$ cat src/rtl/pi1_bram_ctrl_pkg.sv
// Shared PI1 op codes, controller state type and the width-generic byte merge
// used for partial writes and swaps on BRAM port 1.
package pi1_bram_ctrl_pkg;

  localparam logic [1:0] PI1_OPNOTREADY = 2'd0;
  localparam logic [1:0] PI1_OPRDWR     = 2'd1;
  localparam logic [1:0] PI1_OPWRITE    = 2'd2;
  localparam logic [1:0] PI1_OPREAD     = 2'd3;

  typedef enum logic [1:0] {
    ST_IDLE = 2'd0,
    ST_RD   = 2'd1,
    ST_RMW  = 2'd2
  } state_e;

  // Operates at the widest legal data width (64); callers zero-extend and truncate.
  function automatic logic [63:0] byte_merge(input logic [63:0] old_w,
                                             input logic [63:0] new_w,
                                             input logic [7:0]  sel);
    logic [63:0] res;
    res = old_w;
    for (int b = 0; b < 8; b++) begin
      if (sel[b]) res[b*8 +: 8] = new_w[b*8 +: 8];
    end
    return res;
  endfunction

endpackage

$ cat src/rtl/pi1_bram_ctrl_if.sv
// PI1 slave-side bus bundle: request (op/addr/data/sel) from the master,
// registered read data and ready back from the slave.
interface pi1_bram_ctrl_if #(
  parameter int ARCHBITSZ = 32,
  parameter int SZ        = 1024
);
  localparam int ADDRBITSZ = $clog2(SZ);

  logic [1:0]             pi1_op_i;
  logic [ADDRBITSZ-1:0]   pi1_addr_i;
  logic [ARCHBITSZ-1:0]   pi1_data_i;
  logic [ARCHBITSZ/8-1:0] pi1_sel_i;
  logic [ARCHBITSZ-1:0]   pi1_data_o;
  logic                   pi1_rdy_o;

  modport master (output pi1_op_i, pi1_addr_i, pi1_data_i, pi1_sel_i,
                  input  pi1_data_o, pi1_rdy_o);
  modport slave  (input  pi1_op_i, pi1_addr_i, pi1_data_i, pi1_sel_i,
                  output pi1_data_o, pi1_rdy_o);
endinterface

$ cat src/rtl/pi1_bram_ctrl.sv
// PI1 slave on BRAM port 1: reads (1 wait), full writes (0 wait), partial writes via RMW (1 wait).
// Optional PI1_BRAM_CTRL_RDWR_EN makes RDWR an atomic swap through the RMW path; otherwise RDWR reads.
module pi1_bram_ctrl
  import pi1_bram_ctrl_pkg::*;
#(
  parameter int ARCHBITSZ = 32,
  parameter int SZ        = 1024,
  localparam int ADDRBITSZ = $clog2(SZ)
) (
  input  logic                 clk_i,
  input  logic                 rst_i,
  pi1_bram_ctrl_if.slave       pi1,
  output logic                 bram_en_o,
  output logic                 bram_we_o,
  output logic [ADDRBITSZ-1:0] bram_addr_o,
  output logic [ARCHBITSZ-1:0] bram_data_o,
  input  logic [ARCHBITSZ-1:0] bram_data_i
);

  localparam int NSEL = ARCHBITSZ / 8;

  state_e               state_q, state_d;
  logic                 rdy_q, rdy_d;
  logic                 swap_q, swap_d;
  logic [ARCHBITSZ-1:0] dout_q, dout_d;
  logic [ARCHBITSZ-1:0] wdata_q, wdata_d;
  logic [ADDRBITSZ-1:0] addr_q, addr_d;
  logic [NSEL-1:0]      sel_q, sel_d;
  logic                 en_c, we_c;
  logic                 rd_op, swap_op, wr_op;

`ifdef PI1_BRAM_CTRL_RDWR_EN
  assign rd_op   = (pi1.pi1_op_i == PI1_OPREAD);
  assign swap_op = (pi1.pi1_op_i == PI1_OPRDWR);
`else
  assign rd_op   = (pi1.pi1_op_i == PI1_OPREAD) || (pi1.pi1_op_i == PI1_OPRDWR);
  assign swap_op = 1'b0;
`endif
  assign wr_op = (pi1.pi1_op_i == PI1_OPWRITE);

  always_comb begin
    state_d     = state_q;
    rdy_d       = rdy_q;
    swap_d      = swap_q;
    dout_d      = dout_q;
    wdata_d     = wdata_q;
    addr_d      = addr_q;
    sel_d       = sel_q;
    en_c        = 1'b0;
    we_c        = 1'b0;
    bram_addr_o = pi1.pi1_addr_i;
    bram_data_o = pi1.pi1_data_i;
    case (state_q)
      ST_IDLE: begin
        if (rdy_q && pi1.pi1_op_i != PI1_OPNOTREADY) begin
          if (rd_op) begin
            en_c    = 1'b1;
            rdy_d   = 1'b0;
            state_d = ST_RD;
          end else if (wr_op && (&pi1.pi1_sel_i)) begin
            en_c = 1'b1;
            we_c = 1'b1;
          end else if (swap_op || (wr_op && (|pi1.pi1_sel_i))) begin
            // Read the old word now; the merged write lands next cycle.
            en_c    = 1'b1;
            addr_d  = pi1.pi1_addr_i;
            wdata_d = pi1.pi1_data_i;
            sel_d   = pi1.pi1_sel_i;
            swap_d  = swap_op;
            rdy_d   = 1'b0;
            state_d = ST_RMW;
          end
        end
      end
      ST_RD: begin
        dout_d  = bram_data_i;
        rdy_d   = 1'b1;
        state_d = ST_IDLE;
      end
      ST_RMW: begin
        en_c        = 1'b1;
        we_c        = 1'b1;
        bram_addr_o = addr_q;
        bram_data_o = ARCHBITSZ'(byte_merge(64'(bram_data_i), 64'(wdata_q), 8'(sel_q)));
        if (swap_q) dout_d = bram_data_i;
        rdy_d   = 1'b1;
        state_d = ST_IDLE;
      end
      default: begin
        rdy_d   = 1'b1;
        state_d = ST_IDLE;
      end
    endcase
  end

  // Gating with reset also drops the pending RMW write if reset lands mid-operation.
  assign bram_en_o = en_c & ~rst_i;
  assign bram_we_o = we_c & ~rst_i;

  always_ff @(posedge clk_i) begin
    if (rst_i) begin
      state_q <= ST_IDLE;
      rdy_q   <= 1'b1;
      swap_q  <= 1'b0;
      dout_q  <= '0;
      wdata_q <= '0;
      addr_q  <= '0;
      sel_q   <= '0;
    end else begin
      state_q <= state_d;
      rdy_q   <= rdy_d;
      swap_q  <= swap_d;
      dout_q  <= dout_d;
      wdata_q <= wdata_d;
      addr_q  <= addr_d;
      sel_q   <= sel_d;
    end
  end

  assign pi1.pi1_rdy_o  = rdy_q;
  assign pi1.pi1_data_o = dout_q;

endmodule

$ cat src/flat_wrapper.sv
// flat-port wrapper written by rule: the top's interface ports become plain ports
module pi1_bram_ctrl_flat import pi1_bram_ctrl_pkg::*;
#(
  parameter int ARCHBITSZ = 32,
  parameter int SZ        = 1024,
  localparam int ADDRBITSZ = $clog2(SZ)
)
  (clk_i, rst_i, bram_en_o, bram_we_o, bram_addr_o, bram_data_o, bram_data_i, pi1_pi1_op_i, pi1_pi1_addr_i, pi1_pi1_data_i, pi1_pi1_sel_i, pi1_pi1_data_o, pi1_pi1_rdy_o);
  pi1_bram_ctrl_if #(.ARCHBITSZ(ARCHBITSZ), .SZ(SZ)) pi1_i ();
  input  logic clk_i;
  input  logic rst_i;
  output logic bram_en_o;
  output logic bram_we_o;
  output logic [ADDRBITSZ-1:0] bram_addr_o;
  output logic [ARCHBITSZ-1:0] bram_data_o;
  input  logic [ARCHBITSZ-1:0] bram_data_i;
  input wire logic [$bits(pi1_i.pi1_op_i)-1:0] pi1_pi1_op_i;
  input wire logic [$bits(pi1_i.pi1_addr_i)-1:0] pi1_pi1_addr_i;
  input wire logic [$bits(pi1_i.pi1_data_i)-1:0] pi1_pi1_data_i;
  input wire logic [$bits(pi1_i.pi1_sel_i)-1:0] pi1_pi1_sel_i;
  output wire logic [$bits(pi1_i.pi1_data_o)-1:0] pi1_pi1_data_o;
  output wire logic [$bits(pi1_i.pi1_rdy_o)-1:0] pi1_pi1_rdy_o;
  assign pi1_i.pi1_op_i = pi1_pi1_op_i;
  assign pi1_i.pi1_addr_i = pi1_pi1_addr_i;
  assign pi1_i.pi1_data_i = pi1_pi1_data_i;
  assign pi1_i.pi1_sel_i = pi1_pi1_sel_i;
  assign pi1_pi1_data_o = pi1_i.pi1_data_o;
  assign pi1_pi1_rdy_o = pi1_i.pi1_rdy_o;
  pi1_bram_ctrl #(.ARCHBITSZ(ARCHBITSZ), .SZ(SZ)) u_core (.clk_i(clk_i), .rst_i(rst_i), .pi1(pi1_i), .bram_en_o(bram_en_o), .bram_we_o(bram_we_o), .bram_addr_o(bram_addr_o), .bram_data_o(bram_data_o), .bram_data_i(bram_data_i));
endmodule
$ cat config.mk
export PLATFORM = sky130hd
export DESIGN_NAME = pi1_bram_ctrl_flat
export DESIGN_NICKNAME = d
export VERILOG_FILES = /design/src/rtl/pi1_bram_ctrl_pkg.sv /design/src/rtl/pi1_bram_ctrl_if.sv /design/src/rtl/pi1_bram_ctrl.sv /design/src/flat_wrapper.sv
export SDC_FILE = /design/constraint.sdc
export NUM_CORES = 1
export LEC_CHECK = 0
export BUFFER_PORTS_ARGS = -buffer_cell sky130_fd_sc_hd__buf_4
export CORE_MARGIN = 5
export CORE_UTILIZATION = 49
export CTS_CLUSTER_SIZE = 12
export DETAILED_ROUTE_END_ITERATION = 10
export HOLD_SLACK_MARGIN = 0.05
export MAX_ROUTING_LAYER = met4
export PLACE_DENSITY = 0.8
export SKIP_LAST_GASP = 1
export SYNTH_ARGS = -nofsm -noshare
export SYNTH_HDL_FRONTEND = slang
export SYNTH_SLANG_ARGS = --single-unit
$ cat constraint.sdc
create_clock -name clk_i -period 2 [get_ports clk_i]
set_input_delay 0.6 -clock clk_i [delete_from_list [all_inputs] [get_ports clk_i]]
set_output_delay 0.6 -clock clk_i [all_outputs]
set_load 0.02 [all_outputs]
# After elaboration in Yosys (flattened, before gate mapping)
# Cells that the tools add are included.
# W data, S select, Z words.
dict set report totals {
  regBits 81
  input_bits 82
  out_inout_bits 77
  word_cells 55
}
dict set report classes {
  eq_ne 6
  muxes 22
  n_bitwise 7
  n_reduce_logical 14
}
# operator count
set op_table {}
lappend op_table {{$mux W32} 2}
lappend op_table {{$mux W8} 4}
lappend op_table {{$mux W1} 10}
lappend op_table {{$mux W10} 1}
lappend op_table {{$eq A2 B2 Y1 const B} 3}
lappend op_table {{$mux W2} 3}
lappend op_table {{$reduce_bool A2 Y1} 3}
lappend op_table {{$not A1 Y1} 5}
lappend op_table {{$reduce_and A5 Y1} 1}
lappend op_table {{$eq A2 B1 Y1 const B} 2}
lappend op_table {{$pmux W1 S2} 2}
lappend op_table {{$reduce_and A4 Y1} 1}
lappend op_table {{$reduce_or A4 Y1} 1}
lappend op_table {{$logic_and A1 B1 Y1} 3}
lappend op_table {{$reduce_and A3 Y1} 1}
lappend op_table {{$and A1 B1 Y1} 2}
lappend op_table {{$logic_not A2 Y1} 1}
lappend op_table {{$ne A2 B1 Y1 const B} 1}
lappend op_table {{$reduce_and A2 Y1} 1}
lappend op_table {{$reduce_or A2 Y1} 1}
lappend op_table {{$logic_or A1 B1 Y1} 1}

# Logic depth before layout (Yosys ltp)
# Gate-level depths: netlist of run 1.
dict set report depth {
  word_depth 8
  depth_mapped 5
  ltp_nobuf 3
}

# Worst setup path after synthesis of run 1
# No wires, ideal clock.
dict set report synth_timing {
  path_type {input -> output}
  start {in rst_i}
  end {out bram_en_o}
  t_arrival_ns 2.030
  required_time_ns 1.400
  slack_ns -0.630
  path_stages 3
  path_buffers 2
  cell_sequence {buf_2 -> clkbuf_1 -> a2111oi_0}
}
dict set report synth_between {
  elab_chain_len 2
}
# element line_no
set synth_rtl {}
lappend synth_rtl {{from (decl)} flat_wrapper.sv:11} ;# input logic rst_i;
lappend synth_rtl {{$not A1 Y1} pi1_bram_ctrl.sv:97} ;# assign bram_en_o = en_c & ~rst_i;
lappend synth_rtl {{$and A1 B1 Y1} pi1_bram_ctrl.sv:97}
lappend synth_rtl {{to (decl)} flat_wrapper.sv:12} ;# output logic bram_en_o;
# No other way between the ends.

# Final worst setup path of run 1
dict set report layout_timing {
  start {reg u_core.state_q[0]}
  end {out bram_addr_o[6]}
}
dict set report layout_between {
  elab_chain_len 2
}
# element line_no
set layout_rtl {}
lappend layout_rtl {{from (decl)} pi1_bram_ctrl.sv:22} ;# state_e state_q, state_d;
lappend layout_rtl {{from (signal assigned)} pi1_bram_ctrl.sv:110} ;# state_q <= state_d;
lappend layout_rtl {{$eq A2 B2 Y1} pi1_bram_ctrl.sv:53} ;# case (state_q)
lappend layout_rtl {{$mux W10} pi1_bram_ctrl.sv:53}
lappend layout_rtl {{to (decl)} flat_wrapper.sv:14} ;# output logic [ADDRBITSZ-1:0] bram_addr_o;
# No other way between the ends.

==> results.md, run 1 <==
- The tree is rooted in a sky130_fd_sc_hd__clkbuf_8.
- The initial core utilization is between 50 and 60%.
- The number of antenna diodes is 0.
- The max-slew violation total from the final report was 0.
- The die height is 102 um.
- The congestion estimate from routability-driven global placement came to between 0.8 and 0.9.
- Summing all non-filler instances in the final layout gives an area of between 6000 and 7000 sq um.
- The slew at the pin with the worst max-slew slack is ~390 ps.
- The synthesized netlist cell count is ~480.
- The number of DRC markers in iteration 0 is just over 200.
- Summed over all failing endpoints, the final setup total negative slack is -1820 ps.
- The setup slack at placement is -61.4 ps.
- The final reports fail on negative setup slack.
- The min-delay analysis places its worst path in the category reg2reg.
- The worst supply voltage drop on vdd is about 350 uV.
- Global routing consumed, on the met2 layer, around two fifths of the routing resources.
- The top achievable clock speed is 0.477 GHz.
- The floorplan has 33 rows.
- The mapped netlist covers approximately 4100 sq um.
- During synthesis, Yosys emitted a total of 0 warnings.
- The top-area cell type share of the netlist area is approximately two fifths.
- The first global-routing pass estimated 18700 um of wire.
- The ratio of cells with drive above 1 in the final layout is 39.1%.
- By area the synthesized netlist is led by sky130_fd_sc_hd__dfxtp_1, sky130_fd_sc_hd__mux2i_1, sky130_fd_sc_hd__nand2b_1.
- The TritonCTS clock tree is built.
- The slowest library cell on the worst path is sky130_fd_sc_hd__dfxtp_2.
- Yosys mapped a number of flops with a built-in enable equal to 0.
- The most common cell after layout, fill and taps aside is sky130_fd_sc_hd__buf_4.
- Across the routed clock network, the largest skew measured is 7.41 ps.
- The number of failing setup endpoints in the final timing report is 31.
- The per-cell routed wire length is roughly 17 um.
- The final number of hold-violating endpoints is 0.
- The largest driver fanout on the critical path is 6.
- The count of hold buffers inserted by post-cts repair is 0.
- The post-route fraction of the period consumed by the critical path is 105%.
- After layout, the minimum clock period comes to around 2100 ps.
- Entering global routing, the biggest net connects ~130 pins.
- Clock-pin slew was measured on the worst setup and hold paths at about 80 ps.
- In this run the static leakage power is 2.68 nW.
- The final worst-path setup slack is -95.5 ps.
- The overall routed net length is 13200 um.
- The required arrival time at the worst endpoint is between 1000 and 1500 ps.
- The clock passes through at most 2 buffers.
- The post-synthesis average cell area is ~8.6 sq um.
- The tool flagged a number of max-cap violations equal to 0.
- The run finished, with violations left.
- The arrival time at the worst endpoint is 1500 ps.
- When the netlist entered floorplanning its net count stood at 561.
- The count of distinct cell types in the synthesized netlist is 23.
- After detailed routing, the number of vias per cell comes to about 5.3.
- For this run, the register share of the synthesized area comes to about two fifths.
- Global routing consumed, on the met3 layer, under 10% of the routing resources.
- Summed over all layers, the global routing overflow is 0.
- The initial antenna violation count is 0.
- On the worst path, the slowest cell contributes a delay of 370 ps.
- The worst pin sits at a relative slew slack of around 74%.
- The met1 layer usage reported by global route is ~28%.
- From synthesis to final layout, the design area changed by 52.7%.
- Walking the worst path, the cells encountered are nand2b_4, buf_8, mux2_4, buf_6.
- Setup repair after global routing could not meet its margin everywhere.
- 159 I/O pins were placed.
- The latest clock arrival within the worst-skew pair is roughly 340 ps.
- The via count of the first global-routing pass was ~3900.
- The maximum level of the CTS H-tree is 3.
- STA classifies the critical path startpoint as a register.
- For this block, the via count after detailed routing is 3995.
- Input and output buffers added on the ports amount to between 150 and 200.
- In the layout the commonest cells are sky130_fd_sc_hd__buf_4, sky130_fd_sc_hd__nand2b_1, sky130_fd_sc_hd__nand2_1, sky130_fd_sc_hd__dfxtp_1, sky130_fd_sc_hd__mux2i_1.
- The wire-length estimate of the detail-placed layout is slightly above 8000 um.
- In the synthesized netlist the dominant register cell turns out to be sky130_fd_sc_hd__dfxtp_1.
- The tree built by TritonCTS fans out to 81 sinks.
- Buffers inserted during clock tree synthesis total 9.
- The type of element capturing the critical path is an output port.
- The length of the first detailed-routing pass in iterations is 4.
- The filler-free cell count of the finished design is about 760.
- The total placed cells including tap cells is about 730.
- The synthesized design spends more area on one cell type than any other, namely sky130_fd_sc_hd__dfxtp_1.
- The share of synthesized registers carrying an async set or reset is 0%.
- The die boundary width is between 100 and 150 um.
- Global routing used between 20% and 30% of the available tracks.
- The final layout net count is approximately 730.
- The final routed DRC violation total is 0.
- The total area inside the core boundary comes to between 8000 and 9000 sq um.
- The worst setup path is of the reg2out kind.
- The floorplan die area is ~10000 sq um.
- Power spread over the standard cell area amounts to 637 nW/um^2.
- The synthesized design contains between 80 and 90 register bits.
- Summing all placed instances gives a cell area of 5510 sq um.
- Once detail routing completed, the nets flagged for antenna violations numbered 0.
- The category of cells accounting for the largest share of critical-path delay is flip-flops.
- The combined buffer and inverter count along the critical path is 2.
- The global routing stage identified its most utilized layer as met2.
-- registers in the layout, summed over array words and instances, names as in the netlist --
| name | cells |
|---|---|
| u_core.pi1.pi1_data_o | 32 |
| u_core.wdata_q | 32 |
| u_core.addr_q | 10 |
| u_core.sel_q | 4 |
| u_core.state_q | 2 |
| u_core.pi1.pi1_rdy_o | 1 |
-- path summary, 6_finish.rpt --
path / startpoint / end / slack [ps] / cells past startpoint
max: u_core.state_q[0] / bram_addr_o[6] / -100 / 4
min: u_core.pi1.pi1_data_o[11] / u_core.pi1.pi1_data_o[11] / 460 / 2
max reg2reg: u_core.state_q[1] / u_core.wdata_q[25] / 510 / 6
min reg2reg: u_core.pi1.pi1_data_o[11] / u_core.pi1.pi1_data_o[11] / 460 / 2
-- cell type report --
class	instances	area (sq um)
fillers	544	1900
clock inverters	4	70.1
flip-flops and latches	81	1630
clock buffers	10	128
well taps	105	131
multi-input cells	360	2560
inverters	1	3.75
repair buffers	196	1790
-- cell usage after synthesis, drive strengths merged, types with 2 or more instances --
library cell / number
dfxtp: 81
nor2: 3
nor2b: 2
buf: 13
mux2i: 78
mux2: 10
nand2b: 94
clkbuf: 25
a21oi: 32
nor3: 2
o21ai: 33
nand2: 97
a2111oi: 2
-- what timing repair did --
item                       in CTS  in global routing
gates cloned                    3                  4
hold endpoints to repair        0                  0
setup endpoints to repair      40                 44
pin swaps                       2                  8
buffers inserted                4                  6
gates resized for setup        71                 54
-- worst min-delay path, delay by kind of cell (launching register included) --
kind             cells  cell delay, ps
AO/OA/AOI/OAI        1              50
flip-flops           1             310
AND/OR/NAND/NOR      1              50
-- metrics by stage --
| step | hold WS (ps) | utilization, % | power, mW |
|---|---|---|---|
| floorplan | 446 | - | 2.24 |
| CTS | 458 | 73.4 | 3.95 |
| global placement | 444 | 67.0 | 2.62 |
| finish | 455 | 76.9 | 4.02 |
| global route | 478 | 76.9 | 4.17 |
| detailed placement | 448 | 67.0 | 2.63 |
-- routing by layer --
| layer | wire (um) | up-vias |
|---|---|---|
| met2 | 6770 | 133 |
| met1 | 5380 | 1906 |
| li1 | - | 1932 |
| met4 | 286 | 0 |
| met3 | 765 | 24 |
| met5 | 0 | - |
-- cell families after synthesis --
logic type      after synthesis  synth area share, %
mux                          88                 21.6
buf+inv                      39                 5.38
compound gates               69                 9.10
simple gates                202                 24.7
flops                        81                 39.2
-- report_power, final --
group / internal (mW) / switching (mW) / leakage (nW)
registers: 1.69 / 0.0484 / 0.660
logic: 0.521 / 0.507 / 1.92
clock network: 0.687 / 0.575 / 0.102
total: 2.90 / 1.13 / 2.68
Note: power is estimated with default switching activity, not from simulation.
==> inputs of run 2 (changes only) <==
--- a/config.mk
+++ b/config.mk
@@ -7,12 +7,11 @@
 export LEC_CHECK = 0
 export BUFFER_PORTS_ARGS = -buffer_cell sky130_fd_sc_hd__buf_4
 export CORE_MARGIN = 5
-export CORE_UTILIZATION = 49
+export CORE_UTILIZATION = 30
 export CTS_CLUSTER_SIZE = 12
 export DETAILED_ROUTE_END_ITERATION = 10
 export HOLD_SLACK_MARGIN = 0.05
 export MAX_ROUTING_LAYER = met4
-export PLACE_DENSITY = 0.8
 export SKIP_LAST_GASP = 1
 export SYNTH_ARGS = -nofsm -noshare
 export SYNTH_HDL_FRONTEND = slang
==> run 2 against run 1 <==
  * The flow still finishes with violations (negative setup slack)
  * First-iteration DRC count is 26% lower
  * Highest routed layer unchanged
  * Clock power is 37% higher
  * Sequential power hardly changed
  * Register-to-register slack worse by 130 ps
  * Clock skew is 0.53 ps higher
  * Critical endpoint is now bram_data_o[21]
==> results.md, run 2 (same netlist as run 1, synthesis figures left out) <==
- The number of DRC markers in iteration 0 is 153 (-26%).
- The die boundary width came to 127 um (+25%).
- The met2 global-route usage was 25.0% (-15 points).
- The global routing met3 resource utilization is 3.09% (-0.59 points).
- The proportion of power drawn by combinational gates is 23.8% (-1.7 points).
- The final routed DRC violation total is 0 (unchanged).
- The category of the critical setup timing path is reg2out.
- The largest driver fanout on the critical path was 6 (unchanged).
- TritonCTS built the clock tree.
- The final critical-path required period is 2110 ps (+18.3 ps).
- The final global-route overflow total is 0 (unchanged).
- The worst setup path is captured at an output port.
- The relative max-transition margin is 66.5% (-7.3 points).
- The maximum level of the CTS H-tree was 3 (unchanged).
- The worst hold path belongs to the class reg2reg.
- The final layout net count came to 734 (+0.41%).
- The arrival time at the worst endpoint is 1510 ps (about the same).
- The latest clock arrival within the worst-skew pair is 330 ps (about the same).
- The share of total power in the clock network is 38.1% (+6.8 points).
- The initial core utilization is 30.2% (-20 points).
- The worst supply voltage drop on vdd is 432 uV (+22%).
- The critical path startpoint category is a register.
- The half-perimeter wire length after detailed placement was 8660 um (+5.9%).
- The static leakage came to 2.81 nW (+5.0%).
- The internal power contribution is 3.32 mW (+15%).
- The most common cell after layout, fill and taps aside is sky130_fd_sc_hd__buf_4.
- The slowest library cell on the worst path is sky130_fd_sc_hd__dfxtp_2.
- The number of antenna diodes is 0 (unchanged).
- The cell row count came to 43 (+30%).
- The die height was 127 um (+25%).
- The per-cell routed wire length is 16.0 um (-8.0%).
- The end-of-flow core utilization was 49.3% (-28 points).
- The routability congestion estimate is 0.796 (-8.1%).
- In this run the clock root is driven by a sky130_fd_sc_hd__clkbuf_16.
- The wire length of the first global-routing pass came to 19700 um (+5.5%).
- The top cell types in the final layout, fill and taps aside, are sky130_fd_sc_hd__buf_4, sky130_fd_sc_hd__nand2b_1, sky130_fd_sc_hd__nand2_1, sky130_fd_sc_hd__dfxtp_1, sky130_fd_sc_hd__mux2i_1.
- The number of buffers created by CTS is 9 (unchanged).
- The number of failing setup endpoints in the final timing report is 41 (+32%).
- Setup repair after global routing could not meet its margin everywhere.
- The final number of hold-violating endpoints is 0 (unchanged).
- The total global routing track utilization is 15.4% (-7.8 points).
- The via count of the routed design came to 3919 (-1.9%).
- The total design power is 4.54 mW (+13%).
- The worst register-to-register path begins at u_core.state_q[1].
- The category of cells accounting for the largest share of critical-path delay is buffers and inverters.
- The checks that failed: negative setup slack.
- The area of the core came to 13700 sq um (+67%).
- The required arrival time at the worst endpoint was 1400 ps (about the same).
- The switching share of total power is 27.0% (-1.1 points).
- The worst hold path begins at u_core.pi1.pi1_data_o[26].
- The net switching power of the design came to 1.23 mW (+8.6%).
- The port buffer count came to 158 (unchanged).
- The clock transition at the registers of the reported paths is 60 ps (-20 ps).
- The initial antenna violation count is 0 (unchanged).
- The slew at the pin with the worst max-slew slack came to 503 ps (+109 ps).
- The largest incremental delay on the critical path is 320 ps (-50 ps).
- The average via count per standard cell is 4.69 (-11%).
- The layout-stage area growth over the synthesis result is 63.4%.
- The remaining antenna violation count after routing is 0 (unchanged).
- The met1 layer usage reported by global route is 19.6% (-8.3 points).
- The combined buffer and inverter count along the critical path was 3 (+1).
- The post-route fraction of the period consumed by the critical path is 106% (+0.91 points).
- The global routing stage identified its most utilized layer as met2.
- The sequential share of power is 38.1% (-5.0 points).
- The floorplan die area is 16200 sq um (+56%).
- In this run the worst setup path begins at u_core.state_q[0].
- The number of sinks driven by the clock tree is 81 (unchanged).
- The length of the first detailed-routing pass in iterations is 4 (unchanged).
- The final worst-path setup slack is -114 ps (-18.3 ps).
- The pin count of the biggest net entering global routing came to 63 (-50%).
- The count of hold buffers inserted by post-cts repair came to 0 (unchanged).
- The number of placed I/O pins is 159 (unchanged).
- The signal on the critical path passes through nand2b_4, buf_12, clkbuf_16, o21ai_2, buf_6.
- The ratio of cells with drive above 1 in the final layout was 42.5% (+3.4 points).
- The clock skew came to 7.95 ps (+0.531 ps).
- The via count of the first global-routing pass was 3814 (-2.9%).
- The top achievable clock speed was 0.473 GHz (-0.86%).
- The power density relative to cell area is 672 nW/um^2 (+5.5%).
- The overall routed net length was 13400 um (+1.6%).
- The run finished, with violations left.
- The count of maximum capacitance violations is 0 (unchanged).
- The max-slew violation total from the final report is 0 (unchanged).
- The number of buffers between clock root and the deepest sink came to 2 (unchanged).
run 2: cell count changes in the layout (fill, tap and decap cells not counted), moves of 4 or more:
| cell | delta |
|---|---|
| sky130_fd_sc_hd__nand2_1 | -12 |
| sky130_fd_sc_hd__buf_6 | +11 |
| sky130_fd_sc_hd__clkbuf_16 | +11 |
| sky130_fd_sc_hd__o21ai_4 | +10 |
| sky130_fd_sc_hd__clkbuf_8 | -9 |
| sky130_fd_sc_hd__nand2_4 | +9 |
| sky130_fd_sc_hd__buf_4 | -7 |
| sky130_fd_sc_hd__o21ai_1 | -7 |
| sky130_fd_sc_hd__mux2i_1 | +4 |
run 2: area by class of cell:
class,count,area [sq um]
Clock inverter,6,83.8
Inverter,1,3.75
Clock buffer,9,225
Timing Repair Buffer,200,1890
Multi-Input combinational cell,359,2710
Tap cell,180,225
Sequential cell,81,1630
Fill cell,1299,6960
run 2: metrics by stage:
step / area (sq um) / setup slack (ps) / hold WS (ps) / setup TNS, ps / instances
finish: 6760 / -114 / 456 / -2440 / 836
CTS: 6180 / -150 / 457 / -4800 / 825
global route: 6760 / -170 / 471 / -4990 / 836
floorplan: 4160 / 20.6 / 446 / 0 / 479
detailed placement: 5580 / -62.1 / 448 / -91.1 / 800
global placement: 5580 / -26.1 / 446 / -26.1 / 800
run 2: tightest hold or removal path, cell delays in order (launching register included):
cell                      delay, ps
sky130_fd_sc_hd__dfxtp_1        310
sky130_fd_sc_hd__nand2_1         50
sky130_fd_sc_hd__a21oi_1         50
run 2: path summary, 6_finish.rpt:
kind,to,cells after the start,slack [ps]
setup reg to reg,u_core.wdata_q[26],6,380
hold reg to reg,u_core.pi1.pi1_data_o[26],2,460
hold / removal,u_core.pi1.pi1_data_o[26],2,460
setup / recovery,bram_data_o[21],5,-110
run 2: repair_timing:
action / CTS / global route
resized for setup: 56 / 116
gates cloned: 4 / 5
setup endpoints to repair: 44 / 44
setup buffers: 6 / 7
pin swaps: 3 / 23
run 2: power groups by stage:
stage | logic, mW | registers [mW] | clock network, mW
6_report | 1.08 | 1.73 | 1.73
5_1_grt | 1.15 | 1.74 | 1.87
4_1_cts | 0.942 | 1.73 | 1.79
3_5_place_dp | 0.870 | 1.77 | 0
3_3_place_gp | 0.859 | 1.76 | 0
2_1_floorplan | 0.441 | 1.80 | 0
run 2: layer usage:
layer  wire length [um]  vias up
li1                   -     1939
met2               6590      108
met4                189        0
met1               5860     1853
met3                777       19
met5                  0        -
